===== src/rtl/spi_pkg.sv =====
`default_nettype none
// ============================================================================
// Module      : spi_pkg
// Description : Shared types and helpers for the parametrised SPI master.
// Revision    : 1.0 - initial release
// ============================================================================
package spi_pkg;

  // Top-level frame sequencing states
  typedef enum logic [1:0] {
    IDLE  = 2'd0,
    SETUP = 2'd1,
    XFER  = 2'd2,
    HOLD  = 2'd3
  } state_t;

  localparam int DATA_W_MAX = 32;
  localparam int IDX_W      = $clog2(DATA_W_MAX);

  // Reverse the low w bits of v; bits at and above w come back as zero.
  // Used to present LSB-first frames to an MSB-first shift register.
  function automatic logic [DATA_W_MAX-1:0] bit_rev(input logic [DATA_W_MAX-1:0] v,
                                                    input int w);
    logic [DATA_W_MAX-1:0] r;
    r = '0;
    for (int i = 0; i < DATA_W_MAX; i++) begin
      if (i < w) r[IDX_W'(i)] = v[IDX_W'(w - 1 - i)];
    end
    return r;
  endfunction

endpackage
`default_nettype wire


===== src/rtl/spi_master_param_sck_gen.sv =====
`default_nettype none
// ============================================================================
// Module      : spi_sck_gen
// Description : Half-period strobe counter and SCK toggle flop for the SPI
//               master. SCK is an ordinary register in the clk domain.
// Revision    : 1.0 - initial release
// ============================================================================
module spi_sck_gen
  import spi_pkg::*;
#(
  parameter int DIV_W = 12
) (
  input  logic             clk,
  input  logic             rst_n,
  input  logic             en,     // frame in progress
  input  logic             tog,    // toggle SCK on tick (data phase only)
  input  logic [DIV_W-1:0] div,    // half period = div+1 clk cycles
  input  logic             cpol,   // idle level, tracked while not enabled
  output logic             tick,
  output logic             sck
);

  logic [DIV_W-1:0] cnt_q;
  logic             sck_q;

  assign tick = en && (cnt_q == div);
  assign sck  = sck_q;

  // Half-period counter plus SCK flop; idle SCK follows cpol one cycle late
  always_ff @(posedge clk or negedge rst_n) begin
    if (!rst_n) begin
      cnt_q <= '0;
      sck_q <= 1'b0;
    end else if (!en) begin
      cnt_q <= '0;
      sck_q <= cpol;
    end else begin
      cnt_q <= tick ? '0 : cnt_q + DIV_W'(1);
      if (tick && tog) sck_q <= ~sck_q;
    end
  end

endmodule
`default_nettype wire


===== src/rtl/spi_master_param.sv =====
`default_nettype none
// ============================================================================
// Module      : spi_master_param
// Description : Parametrised SPI master: CPOL/CPHA modes, MSB/LSB first,
//               runtime clock divider, one-hot active-low chip selects.
// Revision    : 1.0 - initial release
// ============================================================================
module spi_master_param
  import spi_pkg::*;
#(
  parameter  int DATA_W = 8,
  parameter  int NUM_SS = 4,
  parameter  int DIV_W  = 12,
  localparam int SEL_W  = (NUM_SS > 1) ? $clog2(NUM_SS) : 1
) (
  input  logic              clk,
  input  logic              rst_n,
  input  logic              start,
  input  logic [DATA_W-1:0] tx_data,
  input  logic [SEL_W-1:0]  ss_sel,
  input  logic              cpol,
  input  logic              cpha,
  input  logic              lsb_first,
  input  logic [DIV_W-1:0]  clk_div,
  output logic              busy,
  output logic              done,
  output logic [DATA_W-1:0] rx_data,
  output logic              sck,
  output logic              mosi,
  input  logic              miso,
  output logic [NUM_SS-1:0] ss_n
);

  localparam int                ECNT_W    = $clog2(2 * DATA_W) + 1;
  localparam logic [ECNT_W-1:0] LAST_EDGE = ECNT_W'(2 * DATA_W - 1);

  state_t              state_q, state_d;
  logic [DATA_W-1:0]   sh_q;
  logic [DATA_W-1:0]   rx_q;
  logic [ECNT_W-1:0]   edge_q;
  logic [DIV_W-1:0]    div_q;
  logic [NUM_SS-1:0]   ss_n_q;
  logic                cpha_q;
  logic                lsb_q;
  logic                mosi_q;
  logic                done_q;

  logic                w_tick;
  logic                w_accept;
  logic                w_lead;
  logic                w_last;
  logic                w_sample;
  logic                w_shift;
  logic [DATA_W-1:0]   w_tx_m;
  logic [DATA_W-1:0]   w_rx_m;
  logic [NUM_SS-1:0]   w_ss_dec;

  assign w_accept = (state_q == IDLE) && start;
  assign w_lead   = ~edge_q[0];
  assign w_last   = (edge_q == LAST_EDGE);
  // cpha=0 samples on leading edges, cpha=1 on trailing; the other edge shifts.
  // The final trailing edge in cpha=0 has no further bit to present.
  assign w_sample = (w_lead != cpha_q);
  assign w_shift  = (w_lead == cpha_q) && !w_last;

  // The shift register is always MSB-first; LSB-first frames are reversed on load/unload
  assign w_tx_m = lsb_first ? DATA_W'(bit_rev(DATA_W_MAX'(tx_data), DATA_W)) : tx_data;
  assign w_rx_m = lsb_q     ? DATA_W'(bit_rev(DATA_W_MAX'(sh_q), DATA_W))    : sh_q;

  assign busy    = (state_q != IDLE);
  assign done    = done_q;
  assign rx_data = rx_q;
  assign mosi    = mosi_q;
  assign ss_n    = ss_n_q;

  spi_sck_gen #(.DIV_W(DIV_W)) u_sck_gen (
    .clk   (clk),
    .rst_n (rst_n),
    .en    (state_q != IDLE),
    .tog   (state_q == XFER),
    .div   (div_q),
    .cpol  (cpol),
    .tick  (w_tick),
    .sck   (sck)
  );

  // One-hot active-low decode of the requested slave; out-of-range selects none
  always_comb begin
    w_ss_dec = '1;
    for (int i = 0; i < NUM_SS; i++) begin
      if (ss_sel == SEL_W'(i)) w_ss_dec[i] = 1'b0;
    end
  end

  // FSM state register
  always_ff @(posedge clk or negedge rst_n) begin
    if (!rst_n) state_q <= IDLE;
    else        state_q <= state_d;
  end

  // FSM next state: each phase lasts whole half periods, ended by a tick
  always_comb begin
    state_d = state_q;
    case (state_q)
      IDLE:    if (start)            state_d = SETUP;
      SETUP:   if (w_tick)           state_d = XFER;
      XFER:    if (w_tick && w_last) state_d = HOLD;
      HOLD:    if (w_tick)           state_d = IDLE;
      default:                       state_d = IDLE;
    endcase
  end

  // Datapath: config latch, shift/sample on ticks, frame completion
  always_ff @(posedge clk or negedge rst_n) begin
    if (!rst_n) begin
      sh_q   <= '0;
      rx_q   <= '0;
      edge_q <= '0;
      div_q  <= '0;
      ss_n_q <= '1;
      cpha_q <= 1'b0;
      lsb_q  <= 1'b0;
      mosi_q <= 1'b0;
      done_q <= 1'b0;
    end else begin
      done_q <= 1'b0;
      if (w_accept) begin
        // First bit goes straight onto mosi; cpha=0 pre-shifts so that the
        // first leading edge can drop the sampled bit into sh_q[0].
        mosi_q <= w_tx_m[DATA_W-1];
        sh_q   <= cpha ? w_tx_m : {w_tx_m[DATA_W-2:0], 1'b0};
        edge_q <= '0;
        div_q  <= clk_div;
        cpha_q <= cpha;
        lsb_q  <= lsb_first;
        ss_n_q <= w_ss_dec;
      end else if ((state_q == XFER) && w_tick) begin
        edge_q <= edge_q + ECNT_W'(1);
        if (w_sample) sh_q[0] <= miso;
        if (w_shift) begin
          mosi_q <= sh_q[DATA_W-1];
          sh_q   <= {sh_q[DATA_W-2:0], 1'b0};
        end
      end else if ((state_q == HOLD) && w_tick) begin
        ss_n_q <= '1;
        rx_q   <= w_rx_m;
        done_q <= 1'b1;
      end
    end
  end

endmodule
`default_nettype wire

===== config.mk =====
export PLATFORM = sky130hd
export DESIGN_NAME = spi_master_param
export DESIGN_NICKNAME = d
export VERILOG_FILES = /design/src/rtl/spi_pkg.sv /design/src/rtl/spi_master_param_sck_gen.sv /design/src/rtl/spi_master_param.sv
export SDC_FILE = /design/constraint.sdc
export NUM_CORES = 1
export LEC_CHECK = 0
export BUFFER_PORTS_ARGS = -buffer_cell sky130_fd_sc_hd__buf_2
export CAP_MARGIN = 0
export CELL_PAD_IN_SITES_DETAIL_PLACEMENT = 0
export CELL_PAD_IN_SITES_GLOBAL_PLACEMENT = 1
export CORE_MARGIN = 3
export CORE_UTILIZATION = 30
export CTS_CLUSTER_SIZE = 12
export DETAILED_ROUTE_END_ITERATION = 10
export GPL_TIMING_DRIVEN = 0
export PLACE_DENSITY = 0.59
export RECOVER_POWER = 50
export REMOVE_ABC_BUFFERS = 1
export SLEW_MARGIN = 20
export SYNTH_ARGS = -nofsm -noshare
export SYNTH_HDL_FRONTEND = slang
export SYNTH_SLANG_ARGS = --single-unit

===== constraint.sdc =====
create_clock -name clk -period 2.6 [get_ports clk]
set_input_delay 0.13 -clock clk [delete_from_list [all_inputs] [get_ports clk]]
set_output_delay 0.13 -clock clk [all_outputs]
set_load 0.02 [all_outputs]

==> flow_summary.yaml, run 1 <==
timing:
  relSlewSlack_pct: 6.23
  fin_tns_setup_ps: 0
  rsz0062_at_grt: "false"
  drv_slew: 0
  maxClockFrequency_ghz: 0.422
  hold_slack_ps: 10.9
  final_hold_viol_count: 0
  skew_ps: 6.97
  worstMarginPinSlew_ps: 1410
  layout_min_cycle_time_ps: 2370
  finalCritPeriodShare_pct: 91.1
  fin_ws_ps: 232
  setup_viol: 0
synthesis:
  synth_cells: 294
  syn_area_mm2: 0.00297
  synth-seq-cells: 56
  syn_avg_cell_area_um2: 10.1
  seq_area_frac_synth_pct: 47.4
  synth_warnings: 0
  ys_types: 36
placement:
  gp_congestion: 0.749
  preCtsSetupSlack_ps: -122
  dpl.hpwl_mm: 4.40
  placed_area_mm2: 0.00331
  io_buffer_count: 44
worst_setup_path:
  path_class: "reg2reg"
  critPathTopFamily: "simple AND/OR/NAND/NOR gates"
  crit_chain: "inv_1 -> ha_1 -> and2_1 -> buf_8 -> nor4b_4 -> buf_4 -> mux2_2"
  r2r-start: "state_q[0]$_DFFE_PN0P_"
  max_stage_delay_ps: 450
  worst_path_max_delay_cell: "dfrtp_1"
  worst-path-max-fanout: 13
  end_kind: "register"
  reg2reg_to: "rx_data[7]$_DFFE_PN0P_"
  r2r_cells: 7
  crit_buf_inv: 3
  ff2ff_setup_slack_ps: 230
  cp.required_ps: 2790
  cp.arrival_ps: 2560
  critPathLaunchType: "register"
layout:
  layout_common_cells: "53 x nand2_1, 52 x dfrtp_1, 34 x buf_2"
  fillers: 977
  nNetsFinal: 376
  layout_commonest_cell: "nand2_1"
  regArea_mm2: 0.00141
  synthToLayoutAreaGrowth_pct: 16.9
  multi_input_area_mm2: 0.00152
  diodes: 0
  drive_above_1_share_pct: 22.9
  fin_area_mm2: 0.00347
power:
  power_density_mw_per_mm2: 930
  ir_drop_v: 0.000714
  power_mw: 3.23
  power.leakage_nw: 1.63
clocking:
  clockBufferDepth: 2
  clk_latency_ps: 300
  cts-buffers-inserted: 5
  cts_tree: "yes"
  cts_max_level: 2
  cts-root-buf: "clkbuf_8"
  cts.reportedPaths.clkPinSlew_ps: 100
  cts_num_sinks: 56
global_routing:
  grt_usage_pct: 11.6
  grt-ovfl-total: 0
  grt_max_degree: 57
  antenna_found_initial: 0
  grt_pass1_wl_mm: 10.6
  first_global_vias: 2121
detailed_routing:
  wire_per_inst_um: 13.4
  vias: 2190
  drt-total-wl_mm: 6.29
  avgViaCountPerCell: 4.67
  ant_nets: 0
  drtIter0Drc: 44
  drc: 0
  drt-pass1-iter-count: 4
floorplanning:
  num_io_pins: 45
  die_w_um: 105
  coreArea_mm2: 0.00942
  die_y_um: 105
  row_count: 35
  initial_core_util_pct: 31.5
  dieArea_mm2: 0.0111
worst_hold_path:
  min-delay-start: "clk_div[6]"
  hold_end: "div_q[6]$_DFFE_PN0P_"
  holdPathStages: 3
  hold_class: "in2reg"
run:
  drv_cap: 0
outcome:
  status: "completed"
## metal layers
metal,track usage [%],part of all wire (%)
met5,0,0
met4,2.53,0.51
met3,2.27,3.2
met2,16.6,43
met1,17.8,54
## where the power goes
part	internal (mW)	total (mW)	leakage [nW]	switching, mW
Combinational	0.560	1.31	0.889	0.746
Clock	0.214	0.492	0.0510	0.279
Sequential	1.17	1.43	0.693	0.261
## area by class of cell
class,count,share of cell area [%]
multi-input combinational,219,43.7
sequential,56,40.5
timing repair buffer,50,7.75
tap,129,4.65
clock buffer,6,2.38
inverter,7,0.757
clock inverter,2,0.288
## worst min-delay path, stage by stage
cell     delay (ps)
buf_2            70
nand2_1          40
nand2_1          40
## sequential cells by signal (all words and copies together) (netlist names), 2 cells and up
signal	count
u_sck_gen.cnt_q	12
state_q	2
div_q	12
ss_n	4
edge_q	5
sh_q	8
rx_data	8
## repair_timing
item,in CTS,in global routing
pin swaps,1,0
gates resized for setup,0,3
endpoints found under the hold margin,53,1
hold buffers,2,1
endpoints found under the setup margin,8,16
setup buffers,1,1
## per-stage QoR
step,utilization [%],cells
finish,36.9,469
global route,36.9,469
global placement,35.1,455
detailed placement,35.2,455
CTS,36.4,466
floorplan,-,282
## worst max-delay path by stage
stage                                        from                      to  slack [ps]  cells after the start
global placement           state_q[0]$_DFFE_PN0P_  rx_data[0]$_DFFE_PN0P_         -70                      5
finish                     state_q[0]$_DFFE_PN0P_  rx_data[7]$_DFFE_PN0P_         230                      7
global route               state_q[0]$_DFFE_PN0P_  rx_data[7]$_DFFE_PN0P_          90                      7
CTS                         edge_q[0]$_DFFE_PN0P_        mosi$_DFFE_PN0P_          70                      7
floorplan           u_sck_gen.cnt_q[10]$_DFF_PN0_  rx_data[0]$_DFFE_PN0P_         410                      5
detailed placement         state_q[0]$_DFFE_PN0P_  rx_data[5]$_DFFE_PN0P_        -120                      5
## synthesized netlist by cell type
| cell type | number | area, um^2 |
|---|---|---|
| o32ai_1 | 2 | 17.5 |
| o21ai_0 | 3 | 15.0 |
| nand4_2 | 1 | 12.5 |
| mux4_2 | 3 | 67.6 |
| and3_1 | 5 | 31.3 |
| or3_1 | 1 | 6.26 |
| dfstp_2 | 4 | 105 |
| nor2b_1 | 3 | 18.8 |
| and4_1 | 2 | 17.5 |
| a21oi_1 | 13 | 65.1 |
| o21bai_1 | 3 | 22.5 |
| a211oi_1 | 2 | 15.0 |
| nand2_1 | 54 | 203 |
| mux2_2 | 19 | 214 |
| mux2i_1 | 11 | 110 |
| or4_1 | 1 | 7.51 |
| nor4_1 | 1 | 6.26 |
| nor3b_1 | 2 | 15.0 |
| nand4_1 | 5 | 31.3 |
| nand3_1 | 9 | 45.0 |
| nand2b_1 | 3 | 18.8 |
| nor4_2 | 2 | 25.0 |
| dfrtp_1 | 52 | 1300 |
| nor4b_4 | 1 | 23.8 |
| o211ai_1 | 4 | 30.0 |
| xor2_1 | 18 | 158 |
| xnor2_1 | 7 | 61.3 |
| o22ai_1 | 2 | 12.5 |
| o21a_1 | 1 | 7.51 |
| and2_1 | 1 | 6.26 |
| buf_1 | 2 | 7.51 |
| ha_1 | 8 | 100 |
| clkbuf_1 | 10 | 37.5 |
| nor3_1 | 6 | 30.0 |
| nor2_1 | 26 | 97.6 |
| inv_1 | 7 | 26.3 |
## kinds of logic (layout without fill, tap and decap cells)
group,Yosys count,count (layout),share of synthesized area (%)
flip-flops,56,56,47.4
multiplexers,33,33,13.2
adder cells (fa/ha/maj),8,8,3.37
buffers and inverters,19,65,2.40
AND/OR/NAND/NOR,123,123,20.1
AO/OA/AOI/OAI,30,30,6.24
XOR/XNOR,25,25,7.37
No activity file was read; power rests on OpenSTA's default activity.
==> run 2, diff against run 1 <==
Settings changed: REMOVE_ABC_BUFFERS 1 to not set.
==> run 2 against run 1 <==
Against the previous run: first-iteration DRC count up 18%; cell count is 2.1% higher; clock power rose by 27%; critical path depth shrank 1; clock-buffer cell count increased by 1; sequential cell count unchanged; combinational power up 5%; sequential power hardly changed; global-route usage up 0.76 points; total power up 5.0%; clock skew rose by 1.6 ps; sequential share of layout area is 0.72 points lower; critical path type unchanged; largest cell class unchanged.
==> flow_summary.yaml, run 2 (same netlist as run 1, synthesis figures left out) <==
floorplanning:
  coreArea_mm2: 0.00942
  die_w_um: 105
  row_count: 35
  dieArea_mm2: 0.0111
  initial_core_util_pct: 31.5
  die_y_um: 105
  num_io_pins: 45
clocking:
  cts_max_level: 2
  clk_latency_ps: 310
  cts.reportedPaths.clkPinSlew_ps: 100
  cts_tree: "yes"
  cts_num_sinks: 56
  cts-buffers-inserted: 5
  cts-root-buf: "clkbuf_8"
  clockBufferDepth: 2
detailed_routing:
  drt-pass1-iter-count: 4
  ant_nets: 0
  avgViaCountPerCell: 4.59
  drtIter0Drc: 52
  vias: 2199
  wire_per_inst_um: 13.8
  drc: 0
  drt-total-wl_mm: 6.61
worst_setup_path:
  path_class: "reg2reg"
  r2r-start: "u_sck_gen.cnt_q[3]$_DFF_PN0_"
  cp.required_ps: 2800
  end_kind: "register"
  ff2ff_setup_slack_ps: 210
  r2r_cells: 6
  reg2reg_to: "rx_data[2]$_DFFE_PN0P_"
  worst-path-max-fanout: 8
  critPathLaunchType: "register"
  cp.arrival_ps: 2600
  setup.worst_path.start: "u_sck_gen.cnt_q[3]$_DFF_PN0_"
synthesis:
  synth_nets: 331
placement:
  dpl.hpwl_mm: 4.79
  gp_congestion: 0.711
  placed_area_mm2: 0.00335
  numPlacedInstances: 467
  io_buffer_count: 44
worst_hold_path:
  min-delay-start: "clk_div[2]"
  hold_end: "div_q[2]$_DFFE_PN0P_"
  holdPathStages: 3
  hold_class: "in2reg"
run:
  drv_cap: 0
layout:
  nNetsFinal: 386
  diodes: 0
  fin_area_mm2: 0.00353
  instances_no_fill: 479
  layout_commonest_cell: "nand2_1"
  reg_top3: "div_q: 12 flops, u_sck_gen.cnt_q: 12 flops"
  synthToLayoutAreaGrowth_pct: 19.0
  drive_above_1_share_pct: 21.4
  regArea_mm2: 0.00141
  fillers: 974
  layout_common_cells: "54 x nand2_1, 52 x dfrtp_1, 33 x buf_2"
  multi_input_area_mm2: 0.00151
global_routing:
  grt_usage_pct: 12.3
  antenna_found_initial: 0
  grt_pass1_wl_mm: 11.1
  grt-ovfl-total: 0
  first_global_vias: 2237
  grt_max_degree: 57
timing:
  hold_slack_ps: 9.68
  rsz0062_at_grt: "false"
  finalCritPeriodShare_pct: 92.1
  setup_viol: 0
  maxClockFrequency_ghz: 0.418
  skew_ps: 8.58
  final_hold_viol_count: 0
  relSlewSlack_pct: 5.52
  worstMarginPinSlew_ps: 1420
  drv_slew: 0
  layout_min_cycle_time_ps: 2390
power:
  power_mw: 3.39
  power_frac_seq_pct: 41.3
  power_density_mw_per_mm2: 960
  p_sw_mw: 1.32
  ir_drop_v: 0.000431
  p_comb_share_pct: 40.3
  intPower_mw: 2.08
  swShare_pct: 38.8
  clkPwrFrac_pct: 18.4
  power.leakage_nw: 1.65
outcome:
  status: "completed"
==> run 2: changes by cell type in the layout (fill, tap and decap cells not counted), sizes merged <==
cell | previous run | this run
clkbuf | 16 | 28
bufinv | 0 | 1
clkinv | 2 | 0
dlygate4sd3 | 3 | 2
==> run 2: worst max-delay path by stage <==
stage               depth (start not counted)                endpoint  slack (ps)
floorplan                                   5  rx_data[0]$_DFFE_PN0P_         410
global placement                            5  rx_data[0]$_DFFE_PN0P_        -200
detailed placement                          5  rx_data[2]$_DFFE_PN0P_        -210
CTS                                         6  rx_data[2]$_DFFE_PN0P_          60
global route                                6  rx_data[0]$_DFFE_PN0P_          30
finish                                      6  rx_data[2]$_DFFE_PN0P_         210
==> run 2: power by group through the flow <==
stage	Clock, mW	Combinational (mW)	Sequential (mW)
2_1_floorplan	0	0.906	1.45
3_3_place_gp	0	1.32	1.42
3_5_place_dp	0	1.34	1.42
4_1_cts	0.650	1.38	1.41
5_1_grt	0.684	1.55	1.45
6_report	0.625	1.37	1.40
==> run 2: cell type report <==
type	count	share of cell area [%]
multi-input combinational	219	42.8
tap	129	4.57
clock inverter	1	0.850
buffer	12	1.27
inverter	7	0.743
timing repair buffer	48	7.22
clock buffer	7	2.73
sequential	56	39.8
==> run 2: stage by stage <==
stage	utilization (%)	setup WS [ps]	TNS, ps
2_1_floorplan	-	406	0
6_report	37.5	205	0
3_3_place_gp	35.6	-200	-1580
5_1_grt	37.5	25.0	0
3_5_place_dp	35.6	-214	-1660
4_1_cts	37.5	58.5	0
==> run 2: what timing repair did <==
| action | CTS | global route |
|---|---|---|
| hold buffers | 2 | 0 |
| resized for setup | 2 | 1 |
| pin swaps | 1 | 0 |
| setup buffers | 1 | 1 |
| hold endpoints to repair | 53 | 0 |
| endpoints found under the setup margin | 8 | 16 |
==> run 2: worst max-delay path, stage by stage, from the launching register on <==
cell and delay, ps:
dfrtp_1 450, xor2_1 210, nor4_4 450, nand4_2 290, nor4b_4 400, buf_12 170
mux2_2 330
==> run 2: metal layers <==
metal	global-route usage, %	vias to the layer above	routed length [um]
li1	-	1116	-
met1	17.0	1047	3230
met2	20.0	31	3100
met3	2.57	5	236
met4	2.53	0	45
met5	0	-	0
